[src/rtl/taylor_pkg.sv]
// rtl/taylor_pkg.sv - shared constants and FSM state type for the Taylor sweep driver
package taylor_pkg;

    localparam int W         = 18;
    localparam int FXP_SHIFT = 16;
    localparam int FXP_ONE   = 1 << FXP_SHIFT;

    typedef enum logic [2:0] {
        IDLE   = 3'd0,
        ISSUE  = 3'd1,
        WAIT   = 3'd2,
        STORE  = 3'd3,
        FINISH = 3'd4
    } state_t;

endpackage

[src/rtl/taylor_result_fifo.sv]
// rtl/taylor_result_fifo.sv - first-word-fall-through result FIFO, power-of-two depth
module taylor_result_fifo #(
    parameter int W     = 18,
    parameter int DEPTH = 8
) (
    input  logic         clock,
    input  logic         reset,
    input  logic         push,
    input  logic [W-1:0] push_data,
    input  logic         pop,
    output logic [W-1:0] rd_data,
    output logic         empty,
    output logic         full
);

    localparam int AW = $clog2(DEPTH);

    logic [AW:0]  wr_ptr;
    logic [AW:0]  rd_ptr;
    logic [W-1:0] mem [DEPTH];
    logic         do_push;
    logic         do_pop;

    // Extra pointer bit distinguishes full from empty when the indices match.
    assign empty   = (wr_ptr == rd_ptr);
    assign full    = (wr_ptr[AW] != rd_ptr[AW]) && (wr_ptr[AW-1:0] == rd_ptr[AW-1:0]);
    assign do_push = push && !full;
    assign do_pop  = pop && !empty;
    assign rd_data = empty ? '0 : mem[rd_ptr[AW-1:0]];

    always_ff @(posedge clock or negedge reset) begin
        if (!reset) begin
            wr_ptr <= '0;
            rd_ptr <= '0;
        end else begin
            if (do_push) begin
                wr_ptr <= wr_ptr + 1'b1;
            end
            if (do_pop) begin
                rd_ptr <= rd_ptr + 1'b1;
            end
        end
    end

    always_ff @(posedge clock) begin
        if (do_push) begin
            mem[wr_ptr[AW-1:0]] <= push_data;
        end
    end

endmodule

[src/rtl/taylor_sweep_driver.sv]
// rtl/taylor_sweep_driver.sv - sweeps angles through an external cosine unit into a result FIFO
// Optional WAIT watchdog enabled by TAYLOR_SWEEP_TIMEOUT_EN.
module taylor_sweep_driver #(
    parameter int W     = taylor_pkg::W,
    parameter int DEPTH = 8
) (
    input  logic         clock,
    input  logic         reset,
    input  logic         go,
    input  logic [W-1:0] angle_base,
    input  logic [W-1:0] angle_step,
    input  logic [4:0]   num_samples,
    output logic         start_out,
    output logic [W-1:0] angle_out,
    input  logic         ready_in,
    input  logic [W-1:0] result_in,
    input  logic         rd_en,
    output logic [W-1:0] rd_data,
    output logic         empty,
    output logic         busy,
    output logic         done,
    output logic         timeout_err
);

    import taylor_pkg::*;

    state_t       state;
    state_t       state_nxt;
    logic [4:0]   remaining;
    logic         ready_q;
    logic [W-1:0] result_q;
    logic         ready_rise;
    logic         fifo_full;
    logic         store_ok;
    logic         timeout_hit;
    logic         advance;
    logic         last_sample;

    // A ready level carried over from the previous operation never counts.
    assign ready_rise  = ready_in && !ready_q;
    assign store_ok    = (state == STORE) && !fifo_full;
    assign advance     = store_ok || timeout_hit;
    assign last_sample = (remaining == 5'd1);

`ifdef TAYLOR_SWEEP_TIMEOUT_EN
    logic [5:0] wdog;
    logic       timeout_q;

    assign timeout_hit = (state == WAIT) && !ready_rise && (wdog == 6'd63);
    assign timeout_err = timeout_q;

    always_ff @(posedge clock or negedge reset) begin
        if (!reset) begin
            wdog      <= '0;
            timeout_q <= 1'b0;
        end else begin
            wdog <= (state == WAIT) ? wdog + 6'd1 : 6'd0;
            if (timeout_hit) begin
                timeout_q <= 1'b1;
            end
        end
    end
`else
    assign timeout_hit = 1'b0;
    assign timeout_err = 1'b0;
`endif

    always_ff @(posedge clock or negedge reset) begin
        if (!reset) begin
            state <= IDLE;
        end else begin
            state <= state_nxt;
        end
    end

    always_ff @(posedge clock or negedge reset) begin
        if (!reset) begin
            angle_out <= '0;
            remaining <= '0;
            ready_q   <= 1'b0;
            result_q  <= '0;
        end else begin
            ready_q <= ready_in;
            if (state == IDLE && go) begin
                angle_out <= angle_base;
                remaining <= num_samples;
            end
            if (state == WAIT && ready_rise) begin
                result_q <= result_in;
            end
            // Angle wraps modulo 2^W by design.
            if (advance) begin
                angle_out <= angle_out + angle_step;
                remaining <= remaining - 5'd1;
            end
        end
    end

    always_comb begin
        state_nxt = state;
        case (state)
            IDLE: begin
                if (go) begin
                    state_nxt = (num_samples != 5'd0) ? ISSUE : FINISH;
                end
            end
            ISSUE: state_nxt = WAIT;
            WAIT: begin
                if (ready_rise) begin
                    state_nxt = STORE;
                end else if (timeout_hit) begin
                    state_nxt = last_sample ? FINISH : ISSUE;
                end
            end
            STORE: begin
                if (!fifo_full) begin
                    state_nxt = last_sample ? FINISH : ISSUE;
                end
            end
            FINISH:  state_nxt = IDLE;
            default: state_nxt = IDLE;
        endcase
    end

    always_comb begin
        start_out = 1'b0;
        busy      = 1'b1;
        done      = 1'b0;
        case (state)
            IDLE:         busy      = 1'b0;
            ISSUE, WAIT:  start_out = 1'b1;
            FINISH:       done      = 1'b1;
            default:      start_out = 1'b0;
        endcase
    end

    taylor_result_fifo #(
        .W     (W),
        .DEPTH (DEPTH)
    ) u_fifo (
        .clock     (clock),
        .reset     (reset),
        .push      (store_ok),
        .push_data (result_q),
        .pop       (rd_en),
        .rd_data   (rd_data),
        .empty     (empty),
        .full      (fifo_full)
    );

endmodule

[config.mk]
export PLATFORM = sky130hd
export DESIGN_NAME = taylor_sweep_driver
export DESIGN_NICKNAME = d
export VERILOG_FILES = /design/src/rtl/taylor_pkg.sv /design/src/rtl/taylor_result_fifo.sv /design/src/rtl/taylor_sweep_driver.sv
export SDC_FILE = /design/constraint.sdc
export NUM_CORES = 1
export LEC_CHECK = 0
export BUFFER_PORTS_ARGS = -buffer_cell sky130_fd_sc_hd__buf_4
export CORE_MARGIN = 3
export CORE_UTILIZATION = 58
export DETAILED_ROUTE_END_ITERATION = 16
export PLACE_DENSITY = 0.8
export SYNTH_ARGS = -nofsm -noshare
export SYNTH_HDL_FRONTEND = slang
export SYNTH_HIERARCHICAL = 1
export SYNTH_SLANG_ARGS = --single-unit
[constraint.sdc]
create_clock -name clock -period 4.9 [get_ports clock]
set_input_delay 0.245 -clock clock [delete_from_list [all_inputs] [get_ports clock]]
set_output_delay 0.245 -clock clock [all_outputs]
set_load 0.02 [all_outputs]
* After elaboration in Yosys (flattened, before gate mapping)
Memory sizes are Yosys's and may differ from the RTL's.
Index checks and enable logic that the tools add are counted.
** Storage, ports and cells
- Input bits :: 64
- RAM bits :: 144
- Word-level logic and storage cells :: 54
- Register bits after elaboration :: 53
- Memory bits (read-only) :: 0
- Bits in latches :: 0
- Memories kept :: 1
- Output and inout port bits :: 41
** Operators by class
- Reduce and logical (&&, ||, !) cells :: 15
- Multiply operators :: 0
- Shift-type cells :: 0
- Bitwise logic cells :: 0
- Eq/ne operators :: 11
- Divide/modulo/power cells :: 0
- Add/subtract/negate cells :: 4
- Mux-type cells :: 16
- $lt $le $gt $ge :: 0
** Memories
- u_fifo.mem :: words 8, width 18, rd ports 1, clocked after memory_dff 0, write ports 1, RTL line taylor_result_fifo.sv:20 : logic [W-1:0] mem [DEPTH];
** Operator list (number)
- two-way mux 18 bit :: 3
- adder 18 bit :: 1
- two-way mux 3 bit :: 5
- one-hot mux 3 bit (4 select lines) :: 1
- two-way mux 5 bit :: 2
- adder 4 x 1 -> 4 bit, second input constant :: 2
- logical AND 1 bit :: 7
- == test 3 x 2 -> 1 bit, second input constant :: 2
- inequality test 2 bit, second input constant :: 3
- == test 5 x 1 -> 1 bit, second input constant :: 1
- two-way mux 1 bit :: 5
- nonzero test 5 bit :: 1
- subtractor 5 x 1 -> 5 bit, second input constant :: 1
- == test 4 bit :: 1
- == test 3 x 1 -> 1 bit, second input constant :: 1
- == test 3 bit :: 1
- == test 3 bit, second input constant :: 1
- zero test 1 bit :: 3
- zero test 3 bit :: 1
- AND reduction 3 bit :: 1
- nonzero test 2 bit :: 1
- OR reduction 2 bit :: 1
- inequality test 1 bit :: 1

* Depth between registers and ports, before layout
- Depth after elaboration :: 7
- Gate-level depth with buffers :: 10
- Gate-level depth less buffers :: 10

* Hierarchy
Netlist, hierarchy kept.
** By module, submodules not included
- taylor_result_fifo :: area each 6266.0 µm², cells an instance 350, times used 1, seq. area each 4524.3 µm²
- taylor_sweep_driver :: area each 2806.4 µm², cells an instance 287, times used 1, seq. area each 1126.1 µm²

* Worst setup path after synthesis
No wires, ideal clock.
- Kind :: register to register
- Start :: register u_fifo.wr_ptr[1]
- End :: memory u_fifo.mem[6][0] (enable)
- Stages on the path, launching flop included :: 8
- Buffers on the path :: 2
- Setup slack :: 411 ps
- Data arrival time :: 4043 ps
- Required time :: 4454 ps
- Library setup time :: 446 ps
- Period minus slack after synthesis :: 4489 ps
- Cells stage by stage :: dfrtp_1 > buf_4 > xor2_2 > nor4_4 > nor3_1 > clkbuf_1 > nand2_1 > nor4b_1
** On the way
- Longest elaborated chain between the ends :: 7
** Ends and longest elaborated chain
- start, declared :: RTL line taylor_result_fifo.sv:18 : logic [AW:0] wr_ptr;
- start signal, assigned :: RTL line taylor_result_fifo.sv:37 : wr_ptr <= wr_ptr + 1'b1;
- == test 3 bit :: RTL line taylor_result_fifo.sv:26 : assign full = (wr_ptr[AW] != rd_ptr[AW]) && (wr_ptr[AW-1:0] == rd_ptr[AW-1:0]);
- logical AND 1 bit :: RTL line taylor_result_fifo.sv:26
- net fifo_full :: RTL line taylor_sweep_driver.sv:33 : logic fifo_full;
- zero test 1 bit :: RTL line taylor_sweep_driver.sv:41 : assign store_ok = (state == STORE) && !fifo_full;
- logical AND 1 bit :: RTL line taylor_sweep_driver.sv:41
- net advance :: RTL line taylor_sweep_driver.sv:36 : logic advance;
- logical AND 1 bit :: RTL line taylor_result_fifo.sv:27 : assign do_push = push && !full;
- two-way mux 1 bit :: RTL line taylor_result_fifo.sv:46 : if (do_push) begin
- two-way mux 1 bit (implied by the code) :: RTL line taylor_result_fifo.sv:47 : mem[wr_ptr[AW-1:0]] <= push_data;
- end, declared :: RTL line taylor_result_fifo.sv:20
The timed path passes the listed nets, and every way through them passes these cells.

* Worst setup path in the final report
- Start :: register u_fifo.wr_ptr[0]
- End :: register angle_out[17]
** On the way
- Longest elaborated chain between the ends :: 5
- Elaborated cells on any way between the ends :: 6
- Those cells by class :: eq/ne: 1; mux: 1; reduce/logical: 4
** Ends and longest elaborated chain
- == test 3 bit * :: RTL line taylor_result_fifo.sv:26
- logical AND 1 bit * :: RTL line taylor_result_fifo.sv:26
- net fifo_full :: RTL line taylor_sweep_driver.sv:33
- zero test 1 bit * :: RTL line taylor_sweep_driver.sv:41
- logical AND 1 bit * :: RTL line taylor_sweep_driver.sv:41
- two-way mux 18 bit or nonzero test 2 bit (tied branches)
- end signal, assigned :: RTL line taylor_sweep_driver.sv:85 : angle_out <= angle_base;
- end signal, assigned :: RTL line taylor_sweep_driver.sv:93 : angle_out <= angle_out + angle_step;
- end, declared :: RTL line taylor_sweep_driver.sv:14 : output logic [W-1:0] angle_out,
Mark *: on every way through the listed nets, which the timed path passes. The rest lies on a longest branch.
A chain may end at the register's enable or synchronous reset.

==> results.yml <==
die:
  ios: 105
  design.core.area_sq_um: 15300
  std_cell_rows: 45
  floorplan.initialDensity_pct: 59.5
  area_of_the_die_sq_um: 17200
  die_y_um: 131
  fp.dieW_um: 131
global_routing:
  grt_util_all_layers_pct: 24.1
  grt_first_pass_wirelength_um: 31100
  grt_remaining_overflow: 0
  first_global_vias: 5894
  maximum_number_of_pins_on_one_net_before_global_route_repair: 62
  antenna_found_initial: 0
clock_network:
  tritoncts: "built"
  clock_insertion_delay_worst_skew_ps: 430
  htree_levels: 4
  clockBufferDepth: 2
  cts.sinks: 197
  cts_post_setup_buffers_inserted: 0
  clkSlewWorstSetupHoldPaths_ps: 70
  tritoncts.num_buffers: 17
  cts_hold_buffers: 2
  ctsResizeCount: 0
  cts_root_buffer: "sky130_fd_sc_hd__clkbuf_16"
synthesis:
  synthesis.nets: 723
  synth_top_cells_by_count: "144 x sky130_fd_sc_hd__edfxtp_1, 88 x sky130_fd_sc_hd__mux2i_1, 53 x sky130_fd_sc_hd__dfrtp_1"
  netlist.area_leader.share_pct: 47.7
  synth.avg_cell_area_sq_um: 14.2
  number_of_different_library_cells_in_the_post_synthesis_netlist: 66
  synthesis.instances: 637
  most_used_flip_flop_cell_after_synthesis: "sky130_fd_sc_hd__edfxtp_1"
  number_of_enable_type_register_cells_in_the_synthesized_netlist: 144
  synth_most_common_cell: "sky130_fd_sc_hd__edfxtp_1"
  portion_of_the_post_synthesis_area_used_by_sequential_elements_pct: 62.3
  top_area_cells_in_the_synthesized_netlist: "sky130_fd_sc_hd__edfxtp_1 48%, sky130_fd_sc_hd__dfrtp_1 15%, sky130_fd_sc_hd__mux2i_1 9.7%"
  syn_area_sq_um: 9070
  postSynthRegisterBits: 197
  async_set_or_reset_register_ratio_after_synthesis_pct: 26.9
  yosys.area.top_type: "sky130_fd_sc_hd__edfxtp_1"
  yosys_warnings: 6
finish:
  final_core_util_pct: 70.3
  final_cells: 964
  design.final.nets: 826
  antenna-diode-count: 0
  post_route_cells_drive_above_1_share_pct: 25.1
  layout-area-overhead-vs-synth_pct: 18.2
power:
  irDropWorstVdd_v: 0.000347
  clock_power_share_pct: 19.5
  p_int_mw: 4.73
  power-per-cell-area_nw_per_um2: 719
  switching_share_pct: 38.6
  p_leak_nw: 4.29
  combPwrFrac_pct: 42.8
  netSwitchingPower_mw: 2.97
  power_frac_seq_pct: 37.7
sta:
  grt_setup_unrepaired: "false"
  worst_slew_margin_rel_pct: 21.0
  timing.final.setup_violations: 0
  worst_hold_slack_ps: 44.3
  final.setup_skew_ps: 8.95
  worstMarginPinSlew_ps: 1180
  post-route-period-util_pct: 63.6
  hold_viol_final: 0
  timing.setup.tns_ps: 0
  clock.fmax_mhz: 321
  slew_viol_final: 0
  timing.final.crit_period_ps: 3120
detailed_routing:
  dr.max_layer_used: "met4"
  num_vias: 5782
  route.antenna.remaining_nets: 0
  wire_per_inst_um: 20.7
  initial_drt_markers: 445
  met3_length_um: 1210
  drt_wl_total_um: 20000
  met1Wirelength_um: 8230
  drcViolationCount: 0
  routed-wl-met2_um: 10200
  route.detailed.vias_per_inst: 6.00
  drt-pass1-iter-count: 5
critical_path:
  crit_path_end_kind: "register"
  timing.setup.critical_path_class: "register to register"
  required_ps: 5190
  critPathLaunchType: "register"
  arrival_ps: 3410
  critical_path.max_fanout: 42
min_path:
  min_path_type: "primary input to register"
status:
  run_status: "finished clean"
job:
  maxCapViolations: 0
placement:
  placedCellCount: 930
  routabilityCongestion: 0.876
  dp.final_hpwl_um: 13100
  port-buffer-count: 103
[worst paths after layout]
kind / from / to / slack, ps / cells past startpoint
worst max-delay path: u_fifo/wr_ptr[0]$_DFFE_PN0P_ / angle_out[17]$_DFFE_PN0P_ / 1780 / 7
worst max register to register: u_fifo/wr_ptr[0]$_DFFE_PN0P_ / angle_out[17]$_DFFE_PN0P_ / 1780 / 7
worst min-delay path: result_in[8] / result_q[8]$_DFFE_PN0P_ / 40 / 2
min in group asynchronous: reset / angle_out[4]$_DFFE_PN0P_ / 420 / 2
worst min register to register: remaining[3]$_DFFE_PN0P_ / remaining[3]$_DFFE_PN0P_ / 560 / 1
max in group asynchronous: reset / u_fifo/rd_ptr[1]$_DFFE_PN0P_ / 3930 / 2
[cells by family (layout without fill, tap and decap cells)]
logic type | count (synthesis) | count (layout) | share of synthesized area, %
compound gates | 114 | 114 | 9.09
xor+xnor | 25 | 25 | 3.03
fa+ha+maj | 22 | 22 | 3.12
buf+inv | 42 | 158 | 2.48
flops | 197 | 197 | 62.3
mux | 109 | 109 | 12.4
other cells | 1 | 1 | 0.0413
simple gates | 127 | 127 | 7.60
[power groups by stage]
stage	logic (mW)	clock network (mW)	registers (mW)
after CTS	3.31	1.52	2.90
after global routing	3.57	1.59	2.97
after detailed placement	3.28	0	2.93
final	3.30	1.50	2.90
after floorplan	2.36	0	2.76
after global placement	3.16	0	2.88
[per-stage QoR]
step	power [mW]	setup WS [ps]	cell area, sq um
3_5_place_dp	6.20	1900	10100
3_3_place_gp	6.04	2060	10100
6_report	7.71	1780	10700
4_1_cts	7.73	1810	10700
5_1_grt	8.12	1640	10700
2_1_floorplan	5.12	411	9070
[flip-flops by register name, indices dropped and copies added (netlist names)]
name           flops
angle_out         18
ready_q            1
remaining          5
result_q          18
state              3
u_fifo/mem       144
u_fifo/rd_ptr      4
u_fifo/wr_ptr      4
[cells in the final DEF, fill, tap and decap left out, drive strengths merged, types with 5 or more instances in the layout]
cell,netlist,layout
edfxtp,144,144
buf,25,116
mux2i,88,88
dfrtp,53,53
a22oi,37,37
nand2,34,34
o21ai,28,28
ha,21,21
mux2,21,21
clkbuf,9,20
and3,19,19
nor2,17,17
xnor2,17,17
a21oi,14,14
nor3,10,10
inv,8,10
nor4,9,9
xor2,8,8
nand2b,7,7
nor2b,7,7
and2,5,5
nand3,5,5
bufinv,0,5
[cell type report]
cell class / instances / area (sq um)
Tap cell: 211 / 264
Fill cell: 990 / 4530
Timing Repair Buffer: 118 / 891
Clock inverter: 12 / 203
Multi-Input combinational cell: 398 / 3250
Sequential cell: 197 / 5650
Clock buffer: 20 / 437
Inverter: 8 / 30.0
[worst max-delay path, cell delays in order (launching register included)]
cell and delay, ps:
sky130_fd_sc_hd__dfrtp_1 780, sky130_fd_sc_hd__xor2_4 240, sky130_fd_sc_hd__nor4_4 820, sky130_fd_sc_hd__nor3_2 240, sky130_fd_sc_hd__buf_4 320, sky130_fd_sc_hd__nand2b_1 250
sky130_fd_sc_hd__o22ai_1 240, sky130_fd_sc_hd__a311oi_2 60
[layer usage]
layer	GRT usage, %	vias up
met4	8.95	0
met2	40.5	218
met5	0	-
li1	-	2657
met1	30.5	2879
met3	5.83	28
No activity file was read; power rests on OpenSTA's default activity.
